`config.mk`:
```
export PLATFORM = sky130hd
export DESIGN_NAME = adder_share_arbiter_flat
export DESIGN_NICKNAME = d
export VERILOG_FILES = /design/src/rtl/adder_ctrl_pkg.sv /design/src/rtl/adder_share_arbiter_if.sv /design/src/rtl/rr_arbiter.sv /design/src/rtl/adder_share_arbiter.sv /design/src/flat_wrapper.sv
export SDC_FILE = /design/constraint.sdc
export NUM_CORES = 1
export LEC_CHECK = 0
export BUFFER_PORTS_ARGS = -buffer_cell sky130_fd_sc_hd__buf_2
export CAP_MARGIN = 40
export CORE_AREA = 2 2 304 306
export DETAILED_ROUTE_END_ITERATION = 16
export DIE_AREA = 0 0 306 308
export PLACE_DENSITY = 0.31
export SYNTH_ARGS = -nofsm -noshare
export SYNTH_HDL_FRONTEND = slang
export SYNTH_SLANG_ARGS = --single-unit
```
`constraint.sdc`:
```
create_clock -name clk_i -period 2.4 [get_ports clk_i]
set_input_delay 0.12 -clock clk_i [delete_from_list [all_inputs] [get_ports clk_i]]
set_output_delay 0.12 -clock clk_i [all_outputs]
set_load 0.02 [all_outputs]
```
`src/rtl/adder_ctrl_pkg.sv`:
```
// Shared types and defaults for the adder-sharing controller.
// Holds the FSM state enum, timing defaults and an index-width helper.
package adder_ctrl_pkg;

  typedef enum logic [1:0] {
    StIdle,
    StIssue,
    StWait,
    StResp
  } state_e;

  localparam int unsigned START_CYC_DEF = 2;
  localparam int unsigned TIMEOUT_DEF   = 255;

  // Ceiling log2, never below 1 so a 2-entry index still has a bit.
  function automatic int unsigned clog2(input int unsigned n);
    int unsigned r;
    r = 1;
    while ((64'd1 << r) < 64'(n)) begin
      r++;
    end
    return r;
  endfunction

endpackage

```
`src/rtl/adder_share_arbiter_if.sv`:
```
// Requester and adder-side signal bundle for adder_share_arbiter.
// slave is the controller's view; master is the requesters/adder view.
interface adder_share_arbiter_if #(
    parameter int unsigned NREQ  = 4,
    parameter int unsigned WIDTH = 64
);

    logic [NREQ-1:0]       req;
    logic [NREQ*WIDTH-1:0] op_a;
    logic [NREQ*WIDTH-1:0] op_b;
    logic [NREQ-1:0]       ack;
    logic [WIDTH-1:0]      rsp_result;
    logic                  rsp_carry;
    logic                  rsp_err;
    logic                  busy;

    logic                  add_start;
    logic [WIDTH-1:0]      add_a;
    logic [WIDTH-1:0]      add_b;
    logic                  add_done;
    logic [WIDTH-1:0]      add_result;
    logic                  add_carry;

    modport slave (
        input  req, op_a, op_b, add_done, add_result, add_carry,
        output ack, rsp_result, rsp_carry, rsp_err, busy, add_start, add_a, add_b
    );

    modport master (
        output req, op_a, op_b, add_done, add_result, add_carry,
        input  ack, rsp_result, rsp_carry, rsp_err, busy, add_start, add_a, add_b
    );

endinterface

```
`src/rtl/rr_arbiter.sv`:
```
// Combinational round-robin pick: first set request at or above ptr_i, with wrap.
module rr_arbiter
    import adder_ctrl_pkg::*;
#(
    parameter int unsigned NREQ = 4,
    parameter int unsigned IdxW = 2
) (
    input  logic [NREQ-1:0] req_i,
    input  logic [IdxW-1:0] ptr_i,
    output logic [IdxW-1:0] gnt_idx_o,
    output logic            any_req_o
);

    int unsigned cand;
    logic        found;

    always_comb begin
        gnt_idx_o = '0;
        found     = 1'b0;
        cand      = 0;
        for (int unsigned i = 0; i < NREQ; i++) begin
            cand = 32'(ptr_i) + i;
            if (cand >= NREQ) begin
                cand = cand - NREQ;
            end
            if (!found && req_i[cand[IdxW-1:0]]) begin
                found     = 1'b1;
                gnt_idx_o = cand[IdxW-1:0];
            end
        end
        any_req_o = |req_i;
    end

endmodule

```
`src/rtl/adder_share_arbiter.sv`:
```
// Shares one serial adder among NREQ requesters with round-robin grant,
// start/done handshake and a watchdog that aborts a stuck operation.
module adder_share_arbiter
    import adder_ctrl_pkg::*;
#(
    parameter int unsigned NREQ      = 4,
    parameter int unsigned WIDTH     = 64,
    parameter int unsigned START_CYC = START_CYC_DEF,
    parameter int unsigned TIMEOUT   = TIMEOUT_DEF
) (
    input logic                  clk_i,
    input logic                  rst_ni,
    adder_share_arbiter_if.slave bus
);

    localparam int unsigned     IdxW       = clog2(NREQ);
    localparam logic [IdxW-1:0] LastIdx    = IdxW'(NREQ - 1);
    localparam logic [7:0]      StartLast  = 8'(START_CYC - 1);
    localparam logic [7:0]      TimeoutVal = 8'(TIMEOUT);

    state_e            state_q, state_d;
    logic [IdxW-1:0]   grant_q, grant_d;
    logic [IdxW-1:0]   rr_ptr_q, rr_ptr_d;
    logic [7:0]        start_cnt_q, start_cnt_d;
    logic [7:0]        wdog_q, wdog_d;
    logic [WIDTH-1:0]  add_a_q, add_a_d;
    logic [WIDTH-1:0]  add_b_q, add_b_d;
    logic [WIDTH-1:0]  result_q, result_d;
    logic              carry_q, carry_d;
    logic              err_q, err_d;

    logic [IdxW-1:0]   arb_idx;
    logic              any_req;

    rr_arbiter #(
        .NREQ (NREQ),
        .IdxW (IdxW)
    ) u_rr_arbiter (
        .req_i     (bus.req),
        .ptr_i     (rr_ptr_q),
        .gnt_idx_o (arb_idx),
        .any_req_o (any_req)
    );

    always_comb begin
        state_d     = state_q;
        grant_d     = grant_q;
        rr_ptr_d    = rr_ptr_q;
        start_cnt_d = start_cnt_q;
        wdog_d      = wdog_q;
        add_a_d     = add_a_q;
        add_b_d     = add_b_q;
        result_d    = result_q;
        carry_d     = carry_q;
        err_d       = err_q;

        unique case (state_q)
            StIdle: begin
                if (any_req) begin
                    grant_d     = arb_idx;
                    add_a_d     = bus.op_a[32'(arb_idx) * WIDTH +: WIDTH];
                    add_b_d     = bus.op_b[32'(arb_idx) * WIDTH +: WIDTH];
                    start_cnt_d = '0;
                    wdog_d      = '0;
                    state_d     = StIssue;
                end
            end
            StIssue: begin
                if (start_cnt_q == StartLast) begin
                    state_d = StWait;
                end else begin
                    start_cnt_d = start_cnt_q + 8'd1;
                end
            end
            StWait: begin
                // A done in the same cycle as expiry still wins over the abort.
                if (bus.add_done) begin
                    result_d = bus.add_result;
                    carry_d  = bus.add_carry;
                    err_d    = 1'b0;
                    state_d  = StResp;
                end else if (wdog_q == TimeoutVal) begin
                    result_d = '0;
                    carry_d  = 1'b0;
                    err_d    = 1'b1;
                    state_d  = StResp;
                end else begin
                    wdog_d = wdog_q + 8'd1;
                end
            end
            StResp: begin
                rr_ptr_d = (grant_q == LastIdx) ? '0 : grant_q + 1'b1;
                state_d  = StIdle;
            end
            default: state_d = StIdle;
        endcase
    end

    always_comb begin
        bus.ack = '0;
        if (state_q == StResp) begin
            bus.ack[grant_q] = 1'b1;
        end
        bus.busy       = (state_q != StIdle);
        bus.add_start  = (state_q == StIssue);
        bus.add_a      = add_a_q;
        bus.add_b      = add_b_q;
        bus.rsp_result = result_q;
        bus.rsp_carry  = carry_q;
        bus.rsp_err    = err_q;
    end

    always_ff @(posedge clk_i or negedge rst_ni) begin
        if (!rst_ni) begin
            state_q     <= StIdle;
            grant_q     <= '0;
            rr_ptr_q    <= '0;
            start_cnt_q <= '0;
            wdog_q      <= '0;
            add_a_q     <= '0;
            add_b_q     <= '0;
            result_q    <= '0;
            carry_q     <= 1'b0;
            err_q       <= 1'b0;
        end else begin
            state_q     <= state_d;
            grant_q     <= grant_d;
            rr_ptr_q    <= rr_ptr_d;
            start_cnt_q <= start_cnt_d;
            wdog_q      <= wdog_d;
            add_a_q     <= add_a_d;
            add_b_q     <= add_b_d;
            result_q    <= result_d;
            carry_q     <= carry_d;
            err_q       <= err_d;
        end
    end

endmodule

```
`src/flat_wrapper.sv`:
```
// flat-port wrapper written by rule: the top's interface ports become plain ports
module adder_share_arbiter_flat import adder_ctrl_pkg::*;
#(
    parameter int unsigned NREQ      = 4,
    parameter int unsigned WIDTH     = 64,
    parameter int unsigned START_CYC = START_CYC_DEF,
    parameter int unsigned TIMEOUT   = TIMEOUT_DEF
)
  (clk_i, rst_ni, bus_req, bus_op_a, bus_op_b, bus_add_done, bus_add_result, bus_add_carry, bus_ack, bus_rsp_result, bus_rsp_carry, bus_rsp_err, bus_busy, bus_add_start, bus_add_a, bus_add_b);
  adder_share_arbiter_if #(.NREQ(NREQ), .WIDTH(WIDTH)) bus_i ();
  input logic clk_i;
  input logic rst_ni;
  input wire logic [$bits(bus_i.req)-1:0] bus_req;
  input wire logic [$bits(bus_i.op_a)-1:0] bus_op_a;
  input wire logic [$bits(bus_i.op_b)-1:0] bus_op_b;
  input wire logic [$bits(bus_i.add_done)-1:0] bus_add_done;
  input wire logic [$bits(bus_i.add_result)-1:0] bus_add_result;
  input wire logic [$bits(bus_i.add_carry)-1:0] bus_add_carry;
  output wire logic [$bits(bus_i.ack)-1:0] bus_ack;
  output wire logic [$bits(bus_i.rsp_result)-1:0] bus_rsp_result;
  output wire logic [$bits(bus_i.rsp_carry)-1:0] bus_rsp_carry;
  output wire logic [$bits(bus_i.rsp_err)-1:0] bus_rsp_err;
  output wire logic [$bits(bus_i.busy)-1:0] bus_busy;
  output wire logic [$bits(bus_i.add_start)-1:0] bus_add_start;
  output wire logic [$bits(bus_i.add_a)-1:0] bus_add_a;
  output wire logic [$bits(bus_i.add_b)-1:0] bus_add_b;
  assign bus_i.req = bus_req;
  assign bus_i.op_a = bus_op_a;
  assign bus_i.op_b = bus_op_b;
  assign bus_i.add_done = bus_add_done;
  assign bus_i.add_result = bus_add_result;
  assign bus_i.add_carry = bus_add_carry;
  assign bus_ack = bus_i.ack;
  assign bus_rsp_result = bus_i.rsp_result;
  assign bus_rsp_carry = bus_i.rsp_carry;
  assign bus_rsp_err = bus_i.rsp_err;
  assign bus_busy = bus_i.busy;
  assign bus_add_start = bus_i.add_start;
  assign bus_add_a = bus_i.add_a;
  assign bus_add_b = bus_i.add_b;
  adder_share_arbiter #(.NREQ(NREQ), .WIDTH(WIDTH), .START_CYC(START_CYC), .TIMEOUT(TIMEOUT)) u_core (.clk_i(clk_i), .rst_ni(rst_ni), .bus(bus_i));
endmodule
```
After elaboration in Yosys (flattened, before gate mapping)
Index checks and enable logic that the tools add are counted.
{"block": "op_classes", "eq_ne": 12, "muxes": 40, "shifts": 2, "reduce_logical": 18, "magnitude_cmp": 10, "addsub": 10}
{"cell": "$shiftx A256 B9 Y64", "count": 2}
{"cell": "$mux W64", "count": 2}
{"cell": "$mux W8", "count": 4}
{"cell": "$pmux W8 S2", "count": 2}
{"cell": "$mux W2", "count": 13}
{"cell": "$add A8 B1 Y8 const B", "count": 2}
{"cell": "$lt A2 B3 Y1 const B", "count": 5}
{"cell": "$mux W1", "count": 12}
{"cell": "$ge A3 B3 Y1 const B", "count": 3}
{"cell": "$bmux W1 S2", "count": 4}
{"cell": "$eq A8 B1 Y1 const B", "count": 1}
{"cell": "$eq A8 B8 Y1 const B", "count": 1}
{"cell": "$pmux W2 S4", "count": 1}
{"cell": "$reduce_bool A2 Y1", "count": 4}
{"cell": "$sub A2 B1 Y2 const B", "count": 4}
{"cell": "$add A2 B2 Y3 const B", "count": 2}
{"cell": "$eq A2 B2 Y1 const B", "count": 3}
{"cell": "$ne A2 B2 Y1 const B", "count": 3}
{"cell": "$reduce_and A3 Y1", "count": 2}
{"cell": "$logic_and A1 B1 Y1", "count": 4}
{"cell": "$mux W4", "count": 1}
{"cell": "$ne A2 B1 Y1 const B", "count": 2}
{"cell": "$reduce_and A2 Y1", "count": 2}
{"cell": "$reduce_and A4 Y1", "count": 1}
{"cell": "10 further kinds", "count": 12}
{"block": "totals", "in_bits": 584, "output_inout_bits": 200, "regBits": 216, "elab_cells": 102}

Logic depth before layout (Yosys ltp)
Gate-level depths: netlist (run 1).
{"block": "depth", "ltp_word": 15, "depth_mapped": 9, "mapped_depth_nobuf": 7}

Hierarchy
Synthesis (run 1) repeated with hierarchy kept, for this count alone.
{"block": "hier_totals", "hier_cells": 738, "hier_area_um2": 11487.3}
{"module": "adder_share_arbiter", "area_per_inst_um2": 11409.7, "instances": 1, "cells_per_inst": 723, "seq_area_each_um2": 5405.2}
{"module": "rr_arbiter", "area_per_inst_um2": 77.6, "instances": 1, "cells_per_inst": 15, "seq_area_each_um2": 0.0}

Worst setup path before layout (run 1)
OpenSTA, ideal clock, no wires.
{"block": "synth_path", "path_kind": "register to register", "start": "register u_core.state_q[1]", "end": "register u_core.start_cnt_q[4]", "period_less_slack_ns": 1.962, "setup_ns": 0.066, "slack_ns": 0.438, "path_buffers": 0, "stages_incl_launch_ff": 8, "required_ns": 2.334, "arrival_time_ns": 1.896, "path_cell_list": "dfrtp_1 > inv_1 > ha_1 > nor2_1 > a21oi_1 > nand3_1 > or4_1 > nand2_1"}
{"block": "synth_between", "elab_chain_len": 3, "word_cells_on_any_way": 7, "cone_classes": "3 x eq/ne; 1 x mux; 3 x reduce/logical"}
{"item": "from (decl)", "line_no": "adder_share_arbiter.sv:21", "rtl": "state_e state_q, state_d;"}
{"item": "from (signal assigned)", "line_no": "adder_share_arbiter.sv:115", "rtl": "state_q <= StIdle;"}
{"item": "from (signal assigned)", "line_no": "adder_share_arbiter.sv:126", "rtl": "state_q <= state_d;"}
{"item": "$eq A2 B1 Y1 *"}
{"item": "via bus_add_start", "line_no": "flat_wrapper.sv:24", "rtl": "output wire logic [$bits(bus_i.add_start)-1:0] bus_add_start;"}
{"item": "$ne A2 B2 Y1 (no source line) or $reduce_bool A2 Y1 (tied branches)"}
{"item": "$reduce_and A3 Y1 (no source line)"}
{"item": "to (signal assigned)", "line_no": "adder_share_arbiter.sv:129", "rtl": "start_cnt_q <= start_cnt_d;"}
{"item": "to (decl)", "line_no": "adder_share_arbiter.sv:24", "rtl": "logic [7:0] start_cnt_q, start_cnt_d;"}
Mark *: on every way through the listed nets, which the timed path passes. The rest lies on a longest branch.
A chain may end at the register's enable or synchronous reset.

Worst setup path in the final report (run 1)
{"block": "layout_path", "start": "register u_core.rr_ptr_q[1]", "end": "register u_core.add_a_q[58] (netlist: u_core.bus.add_a[58])"}
{"block": "layout_between", "elab_chain_len": 15, "word_cells_on_any_way": 37, "cone_classes": "7 x add/sub; 4 x order compare; 1 x shift; 19 x mux; 6 x reduce/logical"}
{"item": "from (decl)", "line_no": "adder_share_arbiter.sv:23", "rtl": "logic [IdxW-1:0] rr_ptr_q, rr_ptr_d;"}
{"item": "from (signal assigned)", "line_no": "adder_share_arbiter.sv:128", "rtl": "rr_ptr_q <= rr_ptr_d;"}
{"item": "parallel branches: the longest is 13 deep, another holds $add A2 B1 Y3"}
{"item": "$mux W2 *", "line_no": "rr_arbiter.sv:26", "rtl": "if (!found && req_i[cand[IdxW-1:0]]) begin"}
{"item": "$shiftx A256 B9 Y64 *", "line_no": "adder_share_arbiter.sv:61", "rtl": "add_a_d = bus.op_a[32'(arb_idx) * WIDTH +: WIDTH];"}
{"item": "to (signal assigned)", "line_no": "adder_share_arbiter.sv:120", "rtl": "add_a_q <= '0;"}
{"item": "to (signal assigned)", "line_no": "adder_share_arbiter.sv:131", "rtl": "add_a_q <= add_a_d;"}
{"item": "to (decl)", "line_no": "adder_share_arbiter.sv:26", "rtl": "logic [WIDTH-1:0] add_a_q, add_a_d;"}
Mark *: on every way between the ends. The select of a mux whose other input is x is not followed.

==> results summary, run 1 <==
The post-synth net total came out at 1770. In this run the clock root is driven by a sky130_fd_sc_hd__clkbuf_16. The H-tree depth reported by CTS is 1. Counting flops with a built-in enable in the synthesized netlist gives 0. The portion of the post-synthesis area used by sequential elements is 41.9%.

The largest fanout on the critical path is 53. The multiplexer fraction of the synthesized cell area is 10.1%. After clock tree synthesis, the clock-pin slew on the worst setup and hold paths is 60 ps. The die span in x came out at 306 um.

Across the routed clock network, the largest skew measured is 12.0 ps. Counting instances in the post-synthesis netlist gives the leading cell types as 216 x sky130_fd_sc_hd__dfrtp_1, 149 x sky130_fd_sc_hd__nor2_1, 134 x sky130_fd_sc_hd__and2_1, 129 x sky130_fd_sc_hd__mux2i_1, 109 x sky130_fd_sc_hd__a211oi_1. The final-layout setup total negative slack came out at 0 ps. The number of endpoints with negative hold slack in the final report came out at 0. STA classifies the critical path endpoint as a register. The net count of the finished layout came out at 3033. In this run the tightest slew margin relative to its limit is 36.0%. At the placement stage, the worst setup path has a slack of 118 ps. Of the total synthesized cell area, the portion taken by full adders, half adders and majority gates is 1.16%. For the finished layout, the period the worst path requires is 2350 ps. The data required time at the worst endpoint came out at 2920 ps. The maximum clock insertion buffer count came out at 3. Clock tree synthesis inserted a total of 31 buffers.

The static leakage power came out at 11.3 nW. Of the total synthesized cell area, the portion taken by AND, OR, NAND and NOR gates is 13.0%. The clock reaches the later pin of the worst-skew pair after 610 ps. The initial core utilization came out at 14.2%.

The vertical extent of the die is 308 um. The floorplan step defined a die boundary enclosing 94200 um^2. The share of async-settable or async-resettable flops after synthesis came out at 100%. The count of clock tree sinks came out at 216. In the post-synthesis netlist, the biggest area contributors are sky130_fd_sc_hd__dfrtp_1 42%, sky130_fd_sc_hd__a221oi_2 12%, sky130_fd_sc_hd__mux2i_1 10%. The area used by sequential logic in the layout is 5410 um^2. The fmax came out at 425 MHz.

The worst flop-to-flop path startpoint is u_core.rr_ptr_q[1]. In the final layout, the multi-input gates occupy 6830 um^2. The detail route stage leaves a number of antenna-violating nets equal to 0. TritonCTS built the clock tree. After detailed routing, the number of remaining DRC violations is 0.

Setup repair after global routing could not meet its margin everywhere. The routed design has 70.3 mm of wire. The number of global-route vias before repair came out at 16100. The slowest stage of the critical path belongs to the cell sky130_fd_sc_hd__dlygate4sd3_1. The wire-length estimate of the detail-placed layout is 50.6 mm. The layout cell share with drive strength beyond 1 is 42.5%. The floorplan has 111 rows. The leading register cell type out of synthesis is sky130_fd_sc_hd__dfrtp_1. The most common cell in the synthesized netlist is sky130_fd_sc_hd__dfrtp_1. The startpoint of the lowest-slack hold path is bus_op_a[85]. Relative to the synthesized area, the layout overhead comes to 89.4%. The min-delay analysis places its worst path in the category primary input to register.

Detailed routing inserted a total of 14800 vias. Across the VDD grid, the largest voltage drop is 0.804 mV. The number of max-capacitance violations reported is 0. The total I/O pin count came out at 784. The data arrival time at the worst-slack endpoint came out at 2870 ps. In this design, the stage delay of the slowest critical-path cell is 570 ps. The largest net degree at the start of global routing is 129. The overflow left after global routing came out at 0. Tracing the worst setup path back leads to its startpoint at u_core.rr_ptr_q[1]. Before antenna repair, the detailed router went through 5 iterations.

The mean routed wirelength per cell came out at 19.2 um. The post-synth design cell area came out at 12900 um^2. The count of buffer and inverter cells on the critical path came out at 2. The worst setup path is launched from a register. The global router's overall resource usage came out at 13.9%.

The synthesized flop and latch total is 216. Routability-driven placement finished with a final weighted congestion of 0.812. The initial antenna violation count is 13.

The class of the most critical setup path is register to register. Walking the worst path, the cells encountered are mux2i_1, nor2_1, or3b_4, buf_12, mux2i_1, dlygate4sd3_1, a211oi_1. The global-route wire length before repair came out at 100 mm. The setup violation total in the final timing report came out at 0. The power density over cell area is 1020 nW/um^2.

After technology mapping, the gate count stands at 1174. The worst hold margin is 32.3 ps. In this run the tool buffered the top-level ports with 783 buffer cells.

Dividing the final minimum period by the clock period gives 98.1%. The cell that appears most often on the critical path is sky130_fd_sc_hd__mux2i_1. The measured slew at the worst slew-check pin came out at 960 ps. After detailed routing, the number of vias per cell comes to 4.05. The cell taking the most area after synthesis is sky130_fd_sc_hd__dfrtp_1. The violation count after the first detailed-route iteration is 604. The layout has 9656 filler cells.

The Yosys step of the flow raised 0 warnings. The core area is 91000 um^2. The xor-xnor portion of the synthesized cell area is 0.610%. The total power came out at 24.9 mW. The number of instances in the placed design is 3108. The count of different cell masters after synthesis is 46. The flow ran to the end, and the final reports show no timing, DRC or antenna violations. The main combinational cell family by area after synthesis is compound AO/OA/AOI/OAI gates. The family with the most delay on the worst path is buffers and inverters.

The area fraction in compound gates after synthesis came out at 27.6%. The share of Yosys cell area claimed by the top area cell type is 41.9%. After layout, the worst setup slack is 46.7 ps. The non-filler instance count after layout is 3654. The synthesized area per cell is 11.0 um^2. The final count of pins violating max slew came out at 0.
## final cells by class
class	instances	share of cell area (%)
tap	1186	6.07
antenna	7	0.0716
clock buffer	45	3.59
inverter	11	0.169
clock inverter	12	0.675
multi-input combinational	833	27.9
sequential	216	22.1
timing repair buffer	1344	39.4
## path summary, 6_finish.rpt
kind / to / slack, ps / depth (start not counted)
setup / recovery: u_core.bus.add_a[58] / 50 / 7
hold / removal: u_core.bus.add_a[21] / 30 / 4
setup reg to reg: u_core.bus.add_a[58] / 50 / 7
hold reg to reg: u_core.bus.rsp_result[38] / 500 / 1
max in group asynchronous: u_core.bus.rsp_result[36] / 1550 / 3
min in group asynchronous: u_core.bus.add_b[34] / 70 / 2
## layer usage
layer	track usage [%]	share of wire [%]	wire length (um)
met3	2.78	5.6	3930
met1	16.1	40	28100
met2	25.0	51	35600
met5	0	0.091	64
met4	5.51	3.7	2600
## through the flow
stage	util (%)	area [um^2]
5_1_grt	26.9	24500
4_1_cts	26.8	24400
6_report	26.9	24500
2_1_floorplan	-	12900
3_3_place_gp	20.4	18500
3_5_place_dp	20.4	18500
## timing repair
item                                    4_1_cts  5_1_grt
hold buffers                                480        0
setup buffers                                 0        1
hold endpoints to repair                    384        0
endpoints found under the setup margin        0       76
resized for setup                             0        5
## cells in the final DEF, fill, tap and decap left out, types with 21 or more instances in the layout
master,netlist,layout
sky130_fd_sc_hd__buf_2,24,782
sky130_fd_sc_hd__dlygate4sd3_1,0,479
sky130_fd_sc_hd__dfrtp_1,216,216
sky130_fd_sc_hd__nor2_1,149,147
sky130_fd_sc_hd__and2_1,134,134
sky130_fd_sc_hd__mux2i_1,129,129
sky130_fd_sc_hd__a211oi_1,109,108
sky130_fd_sc_hd__a221oi_2,100,101
sky130_fd_sc_hd__a22o_1,65,65
sky130_fd_sc_hd__buf_4,1,58
sky130_fd_sc_hd__clkbuf_16,0,32
sky130_fd_sc_hd__a221oi_1,28,27
sky130_fd_sc_hd__a211oi_2,20,21
sky130_fd_sc_hd__buf_12,0,21
## worst reg2reg max path: stages (launching register included)
cell and delay (ps):
sky130_fd_sc_hd__dfrtp_1 380, sky130_fd_sc_hd__mux2i_1 200, sky130_fd_sc_hd__nor2_1 80, sky130_fd_sc_hd__or3b_4 420
sky130_fd_sc_hd__buf_12 190, sky130_fd_sc_hd__mux2i_1 220, sky130_fd_sc_hd__dlygate4sd3_1 570, sky130_fd_sc_hd__a211oi_1 220
## power by group
| part | internal [mW] | leakage, nW | switching (mW) |
|---|---|---|---|
| registers | 5.39 | 2.53 | 1.04 |
| clock network | 2.86 | 0.502 | 1.90 |
| logic | 5.40 | 8.25 | 8.34 |
| total | 13.7 | 11.3 | 11.3 |
## cell families after synthesis
logic type / Yosys count
compound gates: 350
xor+xnor: 9
fa+ha+maj: 12
buf+inv: 125
flops: 216
mux: 130
simple gates: 332
## registers in the layout, summed over array words and instances, names as in the netlist
| name | flops |
|---|---|
| u_core.grant_q | 2 |
| u_core.bus.add_a | 64 |
| u_core.bus.rsp_err | 1 |
| u_core.wdog_q | 8 |
| u_core.bus.rsp_result | 64 |
| u_core.state_q | 2 |
| u_core.rr_ptr_q | 2 |
| u_core.bus.rsp_carry | 1 |
| u_core.start_cnt_q | 8 |
| u_core.bus.add_b | 64 |
(Power assumes the default switching activity.)
==> run 2: changes to the inputs <==
--- a/config.mk
+++ b/config.mk
@@ -7,10 +7,10 @@
 export LEC_CHECK = 0
 export BUFFER_PORTS_ARGS = -buffer_cell sky130_fd_sc_hd__buf_2
 export CAP_MARGIN = 40
-export CORE_AREA = 2 2 304 306
+export CORE_AREA = 2 2 309 311
 export DETAILED_ROUTE_END_ITERATION = 16
-export DIE_AREA = 0 0 306 308
-export PLACE_DENSITY = 0.31
+export DIE_AREA = 0 0 311 313
+export PLACE_DENSITY = 0.3
 export SYNTH_ARGS = -nofsm -noshare
 export SYNTH_HDL_FRONTEND = slang
 export SYNTH_SLANG_ARGS = --single-unit
==> results summary, run 2 (synthesized netlist as in run 1, its figures left out) <==
The total via count in the routed design was 15100 (+1.9%). The initial antenna violation count came to 6 (-7). The top cell types in the final layout, fill and taps aside, are 782 x sky130_fd_sc_hd__buf_2, 507 x sky130_fd_sc_hd__dlygate4sd3_1, 216 x sky130_fd_sc_hd__dfrtp_1, 146 x sky130_fd_sc_hd__nor2_1, 134 x sky130_fd_sc_hd__and2_1. The layout cell share with drive strength beyond 1 came out at 43.5% (+1.0 points). From synthesis to final layout, the design area changed by 95.6%. The worst reg-to-reg path cell count came to 9 (+2). The net count of the finished layout is 3065 (+1.1%). The area of the multi-input gates came to 7130 um^2 (+4.5%). The number of endpoints with negative hold slack in the final report came out at 0 (unchanged). The aggregate routed wire length is 74.7 mm (+6.2%).

The area used by sequential logic in the layout is 5410 um^2 (unchanged). The clock-pin transition on the worst setup and hold timing paths is 60 ps (about the same). The number of global-route vias before repair came to 16700 (+3.9%). The fraction of power consumed by combinational cells came out at 56.4% (+1.3 points).

The setup violation total in the final timing report came to 0 (unchanged). The design internal power came to 14.0 mW (+2.2%). Setup repair after global routing could not meet its margin everywhere.

The core area is 94200 um^2 (+3.5%). The library cell used most frequently in the layout, excluding fill and tap cells, is sky130_fd_sc_hd__buf_2. The power density over cell area is 1020 nW/um^2 (-0.18%).

The number of instances in the placed design is 3187 (+2.5%). The data arrival time at the worst-slack endpoint came to 2820 ps (-50 ps). The largest net degree at the start of global routing came to 129 (unchanged). The sequential fraction of design power came out at 25.1% (-0.7 points).

The count of TritonRoute iterations in the first routing pass is 5 (unchanged). The violation count after the first detailed-route iteration is 720 (+19%). The cell area after placement is 18700 um^2 (+0.67%).

The number of core rows came out at 113 (+1.8%). The worst hold margin came out at 6.62 ps (-25.7 ps). The worst setup path is launched from a register. The met2 track demand over resource in global routing came out at 26.0% (+0.97 points). The clock tree skew after final layout was 15.3 ps (+3.25 ps). The final-layout setup total negative slack is 0 ps (unchanged). The count of clock tree sinks is 216 (unchanged). The H-tree depth reported by CTS came out at 1 (unchanged).

The fmax is 423 MHz (-0.45%). The total CTS buffers came out at 31 (unchanged). The non-filler instance count after layout is 3764 (+3.0%). The class of the worst hold path is primary input to register. The most crowded layer after global routing is met2. The detailed placement HPWL was 54.2 mm (+7.1%).

The overflow left after global routing is 0 (unchanged). The total power is 25.7 mW (+3.1%). The final count of pins violating max slew came out at 0 (unchanged). The global-route wire length before repair came out at 108 mm (+7.7%). The number of inserted filler cells in the final layout came out at 10200 (+5.4%). The measured slew at the worst slew-check pin is 749 ps (-211 ps). The final worst-path setup slack is 36.2 ps (-10.5 ps). The die span in x is 311 um (+1.6%). TritonCTS built the clock tree.

The final weighted congestion of routability-driven global placement came out at 0.885 (+9.0%). The global router's overall resource usage is 14.4% (+0.49 points). STA classifies the critical path endpoint as a register. The maximum clock insertion buffer count came out at 3 (unchanged). The final critical-path share of the clock period is 98.5% (+0.44 points). The clock period minus final worst setup slack is 2360 ps (+10.5 ps). The vertical extent of the die is 313 um (+1.6%). In this run the clock root is driven by a sky130_fd_sc_hd__clkbuf_16.

The post-route core utilization came out at 26.8% (-0.061 points). The number of instances on the worst hold path is 4 (unchanged). The flow ran to the end, and the final reports show no timing, DRC or antenna violations. The via-per-instance ratio came out at 4.01 (-1.0%). The global routing met1 resource utilization came out at 17.2% (+1.1 points).

The met3 usage in global routing is 2.54% (-0.24 points). The class of the most critical setup path is register to register. The remaining number of nets flagged by the antenna check after routing is 0 (unchanged).

The number of buffer cells added on primary ports came out at 783 (unchanged). The clock group share of total power came out at 18.5% (-0.6 points). The data required time at the worst endpoint is 2860 ps (-60 ps). The final design instance area without fill came out at 25300 um^2 (+3.3%). The worst relative slew slack came out at 50.1% (+14 points).

The largest fanout on the critical path came out at 5 (-91%). The pre-CTS setup slack is 24.9 ps (-93.4 ps). The power dissipated by switching net loads came to 11.7 mW (+4.1%). The initial core utilization was 13.7% (-0.48 points). The number of design rule violations left after detail routing came out at 0 (unchanged). The proportion of total power due to net switching came out at 45.7% (+0.46 points). The total I/O pin count is 784 (unchanged).

The worst vdd rail ir drop is 0.830 mV (+3.2%). The mean routed wirelength per cell is 19.8 um (+3.1%). The number of max-capacitance violations reported is 0 (unchanged). The total die area is 97300 um^2 (+3.3%). The clock network latency to the later pin of the worst-skew pair is 610 ps (about the same). The static leakage power came to 11.5 nW (+1.9%).
[run 2: repair_timing]
action	in CTS	in global routing
buffers inserted	0	4
gates resized for setup	2	53
endpoints found under the hold margin	305	0
setup endpoints to repair	5	71
cloned	0	3
pin swaps	0	19
hold buffers	507	0
[run 2: power by group through the flow]
stage | clock, mW | combinational [mW] | sequential (mW)
after global routing | 5.11 | 15.5 | 6.66
after global placement | 0 | 13.4 | 6.47
after CTS | 4.97 | 14.1 | 6.45
final | 4.76 | 14.5 | 6.44
after floorplan | 0 | 6.22 | 8.26
after detailed placement | 0 | 13.4 | 6.48
[run 2: final timing paths]
check / startpoint / endpoint / slack [ps]
worst min-delay path: bus_op_a[76] / u_core.bus.add_a[12] / 7
worst min register to register: u_core.bus.rsp_result[53] / u_core.bus.rsp_result[53] / 500
worst max-delay path: u_core.rr_ptr_q[1] / u_core.bus.add_b[32] / 40
min in group asynchronous: rst_ni / u_core.bus.rsp_result[15] / 70
worst max register to register: u_core.rr_ptr_q[1] / u_core.bus.add_b[32] / 40
max in group asynchronous: rst_ni / u_core.bus.rsp_result[44] / 1560
[run 2: final cells by class]
class / count / area share [%]
clock buffers: 50 / 3.83
repair buffers: 1376 / 39.8
flip-flops and latches: 216 / 21.4
inverters: 11 / 0.163
diodes: 6 / 0.0594
well taps: 1265 / 6.27
clock inverters: 7 / 0.307
multi-input cells: 833 / 28.2
[run 2: per-layer routing]
layer  vias up  part of all wire [%]
li1       7072                     -
met5         -                 0.021
met3       118                   4.6
met4         2                   2.9
met1      7389                    42
met2       517                    51
[run 2: critical path: stages (launching register included)]
cell                        delay (ps)
sky130_fd_sc_hd__dfrtp_1           390
sky130_fd_sc_hd__mux2i_2           260
sky130_fd_sc_hd__nor2_2             80
sky130_fd_sc_hd__buf_4             130
sky130_fd_sc_hd__or3b_4            420
sky130_fd_sc_hd__buf_12            170
sky130_fd_sc_hd__clkbuf_16         170
sky130_fd_sc_hd__buf_4             160
sky130_fd_sc_hd__mux2i_1           280
sky130_fd_sc_hd__a211oi_1          130
==> run 3: changes to the inputs <==
--- a/config.mk
+++ b/config.mk
@@ -11,6 +11,7 @@
 export DETAILED_ROUTE_END_ITERATION = 16
 export DIE_AREA = 0 0 311 313
 export PLACE_DENSITY = 0.3
+export REMOVE_ABC_BUFFERS = 1
 export SYNTH_ARGS = -nofsm -noshare
 export SYNTH_HDL_FRONTEND = slang
 export SYNTH_SLANG_ARGS = --single-unit
==> results summary, run 3 (synthesized netlist as in run 1, its figures left out) <==
The area growth from synthesis to layout is 92.5%. The net count of the finished layout came out at 3051 (-0.46%). The final count of pins violating max slew is 0 (unchanged).

The total power came to 25.0 mW (-2.8%). The measured slew at the worst slew-check pin came out at 650 ps (-99.4 ps). The worst setup path is launched from a register. The total I/O pin count is 784 (unchanged). The count of buffer and inverter cells on the critical path came out at 3 (-1).

The total via count in the routed design came out at 14900 (-1.0%). On the critical path, the stage with the largest delay is an instance of sky130_fd_sc_hd__dfrtp_1. The final weighted congestion of routability-driven global placement is 0.828 (-6.4%). The detailed router used layers up to and including met5. The vertical extent of the die is 313 um (unchanged). The longest individual stage delay on the worst path came to 410 ps (about the same). The global router's overall resource usage is 13.7% (-0.68 points). The non-filler instance count after layout was 3755 (-0.24%).

The cell at the root of the clock tree is sky130_fd_sc_hd__clkbuf_16. The library cells used most frequently in the layout, excluding fill and tap cells, are 782 x sky130_fd_sc_hd__buf_2, 509 x sky130_fd_sc_hd__dlygate4sd3_1, 216 x sky130_fd_sc_hd__dfrtp_1, 147 x sky130_fd_sc_hd__nor2_1, 134 x sky130_fd_sc_hd__and2_1. The layout cell share with drive strength beyond 1 was 42.3% (-1.2 points). The tightest min-delay check is of the primary input to register type. The aggregate routed wire length is 69.9 mm (-6.4%). The critical path in this run is classified as register to register. The fmax is 437 MHz (+3.3%).

The number of instances in the placed design came to 3179 (-0.25%). The count of clock tree sinks is 216 (unchanged). The core area came to 94200 um^2 (unchanged). Setup repair after global routing could not meet its margin everywhere.

The met2 wirelength from detailed routing came out at 35.1 mm (-7.5%). The initial core utilization is 13.7% (unchanged). The library cell used most frequently in the layout, excluding fill and tap cells, is sky130_fd_sc_hd__buf_2. The number of endpoints with negative hold slack in the final report came to 0 (unchanged). The clock network latency to the later pin of the worst-skew pair came out at 590 ps (-20 ps). The met1 layer wirelength in the final routing came to 28.6 mm (-8.4%). The critical path goes through nand2b_1, a21oi_1, buf_4, or3b_4, buf_12, buf_12, mux2i_1, a211oi_1. The total die area is 97300 um^2 (unchanged). The count of TritonRoute iterations in the first routing pass is 5 (unchanged). The clock period minus final worst setup slack is 2290 ps (-74.8 ps). The cell repeated most along the worst path is sky130_fd_sc_hd__buf_12. The mean routed wirelength per cell is 18.6 um (-6.2%).

The flow ran to the end, and the final reports show no timing, DRC or antenna violations. The data arrival time at the worst-slack endpoint came out at 2750 ps (-70 ps). The power density over cell area came to 1000 nW/um^2 (-1.3%). The initial antenna violation count came out at 20 (+14).

The worst relative slew slack is 56.7% (+6.6 points). The detailed placement HPWL was 50.8 mm (-6.3%). The static leakage power came out at 11.4 nW (-1.2%). TritonCTS built the clock tree. The clock-pin transition on the worst setup and hold timing paths is 60 ps (about the same). The largest net degree at the start of global routing was 65 (-50%). The worst vdd rail ir drop was 0.513 mV (-38%). The H-tree depth reported by CTS came out at 1 (unchanged). The clock tree skew after final layout was 14.4 ps (-0.836 ps). The largest fanout on the critical path is 28 (+23). The number of buffer cells added on primary ports came out at 783 (unchanged). The setup violation total in the final timing report was 0 (unchanged).

The post-route core utilization is 26.4% (-0.43 points). The global-route wire length before repair is 103 mm (-4.7%). The violation count after the first detailed-route iteration is 548 (-24%). The routed length on met3 came out at 4.48 mm (+30%). The via-per-instance ratio is 3.98 (-0.77%). The number of core rows was 113 (unchanged). The worst-case register-to-register setup slack is 110 ps (+70 ps). The die span in x is 311 um (unchanged). The overflow left after global routing came out at 0 (unchanged). The remaining number of nets flagged by the antenna check after routing came out at 0 (unchanged). The critical path endpoint category is a register. The number of global-route vias before repair is 16400 (-1.6%). The number of design rule violations left after detail routing came to 0 (unchanged). In this design, the largest share of critical-path delay is due to buffers and inverters. The number of max-capacitance violations reported is 0 (unchanged). The maximum clock insertion buffer count came to 3 (unchanged).

The data required time at the worst endpoint came out at 2860 ps (about the same). The total CTS buffers is 30 (-3.2%). The final critical-path share of the clock period is 95.4% (-3.1 points).
run 3: metal layers:
layer  vias up  global-route usage (%)
li1       7054                       -
met5         -                       0
met4         6                    4.69
met2       579                    24.3
met1      7195                    16.1
met3       112                    3.34
run 3: worst paths after layout:
kind | from | cells past startpoint | end
setup / recovery | u_core.rr_ptr_q[1] | 8 | u_core.bus.add_b[26]
setup reg to reg | u_core.rr_ptr_q[1] | 8 | u_core.bus.add_b[26]
max in group asynchronous | rst_ni | 3 | u_core.bus.add_a[6]
hold reg to reg | u_core.bus.rsp_result[45] | 1 | u_core.bus.rsp_result[45]
min in group asynchronous | rst_ni | 2 | u_core.start_cnt_q[7]
hold / removal | bus_op_b[194] | 3 | u_core.bus.add_b[2]
run 3: layout make-up:
cell class                 count  area, um^2
antenna                       13        32.5
clock buffer                  40         870
clock inverter                14         176
fill                       10100       69300
inverter                      11        41.3
multi-input combinational    833        6870
sequential                   216        5410
tap                         1265        1580
timing repair buffer        1363        9880
run 3: worst min-delay path, cell delays in order:
cell	delay (ps)
sky130_fd_sc_hd__buf_2	70
sky130_fd_sc_hd__mux2i_1	120
sky130_fd_sc_hd__a211oi_1	240
run 3: stage by stage:
stage | area, um^2 | hold WS (ps) | setup WS (ps) | TNS [ps]
6_report | 24900 | 28.2 | 111 | 0
5_1_grt | 24900 | 27.3 | -16.1 | -16.2
4_1_cts | 24800 | 0.204 | 17.8 | 0
3_5_place_dp | 18600 | 167 | -48.0 | -48.0
3_3_place_gp | 18600 | 164 | -205 | -7170
2_1_floorplan | 12200 | -176 | -13610 | -1804130
run 3: where the power goes:
group / switching (mW) / internal, mW / leakage [nW]
Clock: 1.91 / 2.95 / 0.521
Sequential: 1.01 / 5.39 / 2.53
Combinational: 8.33 / 5.39 / 8.31
run 3: repair_timing:
| action | 4_1_cts | 5_1_grt |
|---|---|---|
| hold buffers | 509 | 0 |
| gates resized for setup | 2 | 11 |
| hold endpoints to repair | 267 | 0 |
| buffers inserted | 0 | 0 |
| endpoints found under the setup margin | 2 | 21 |
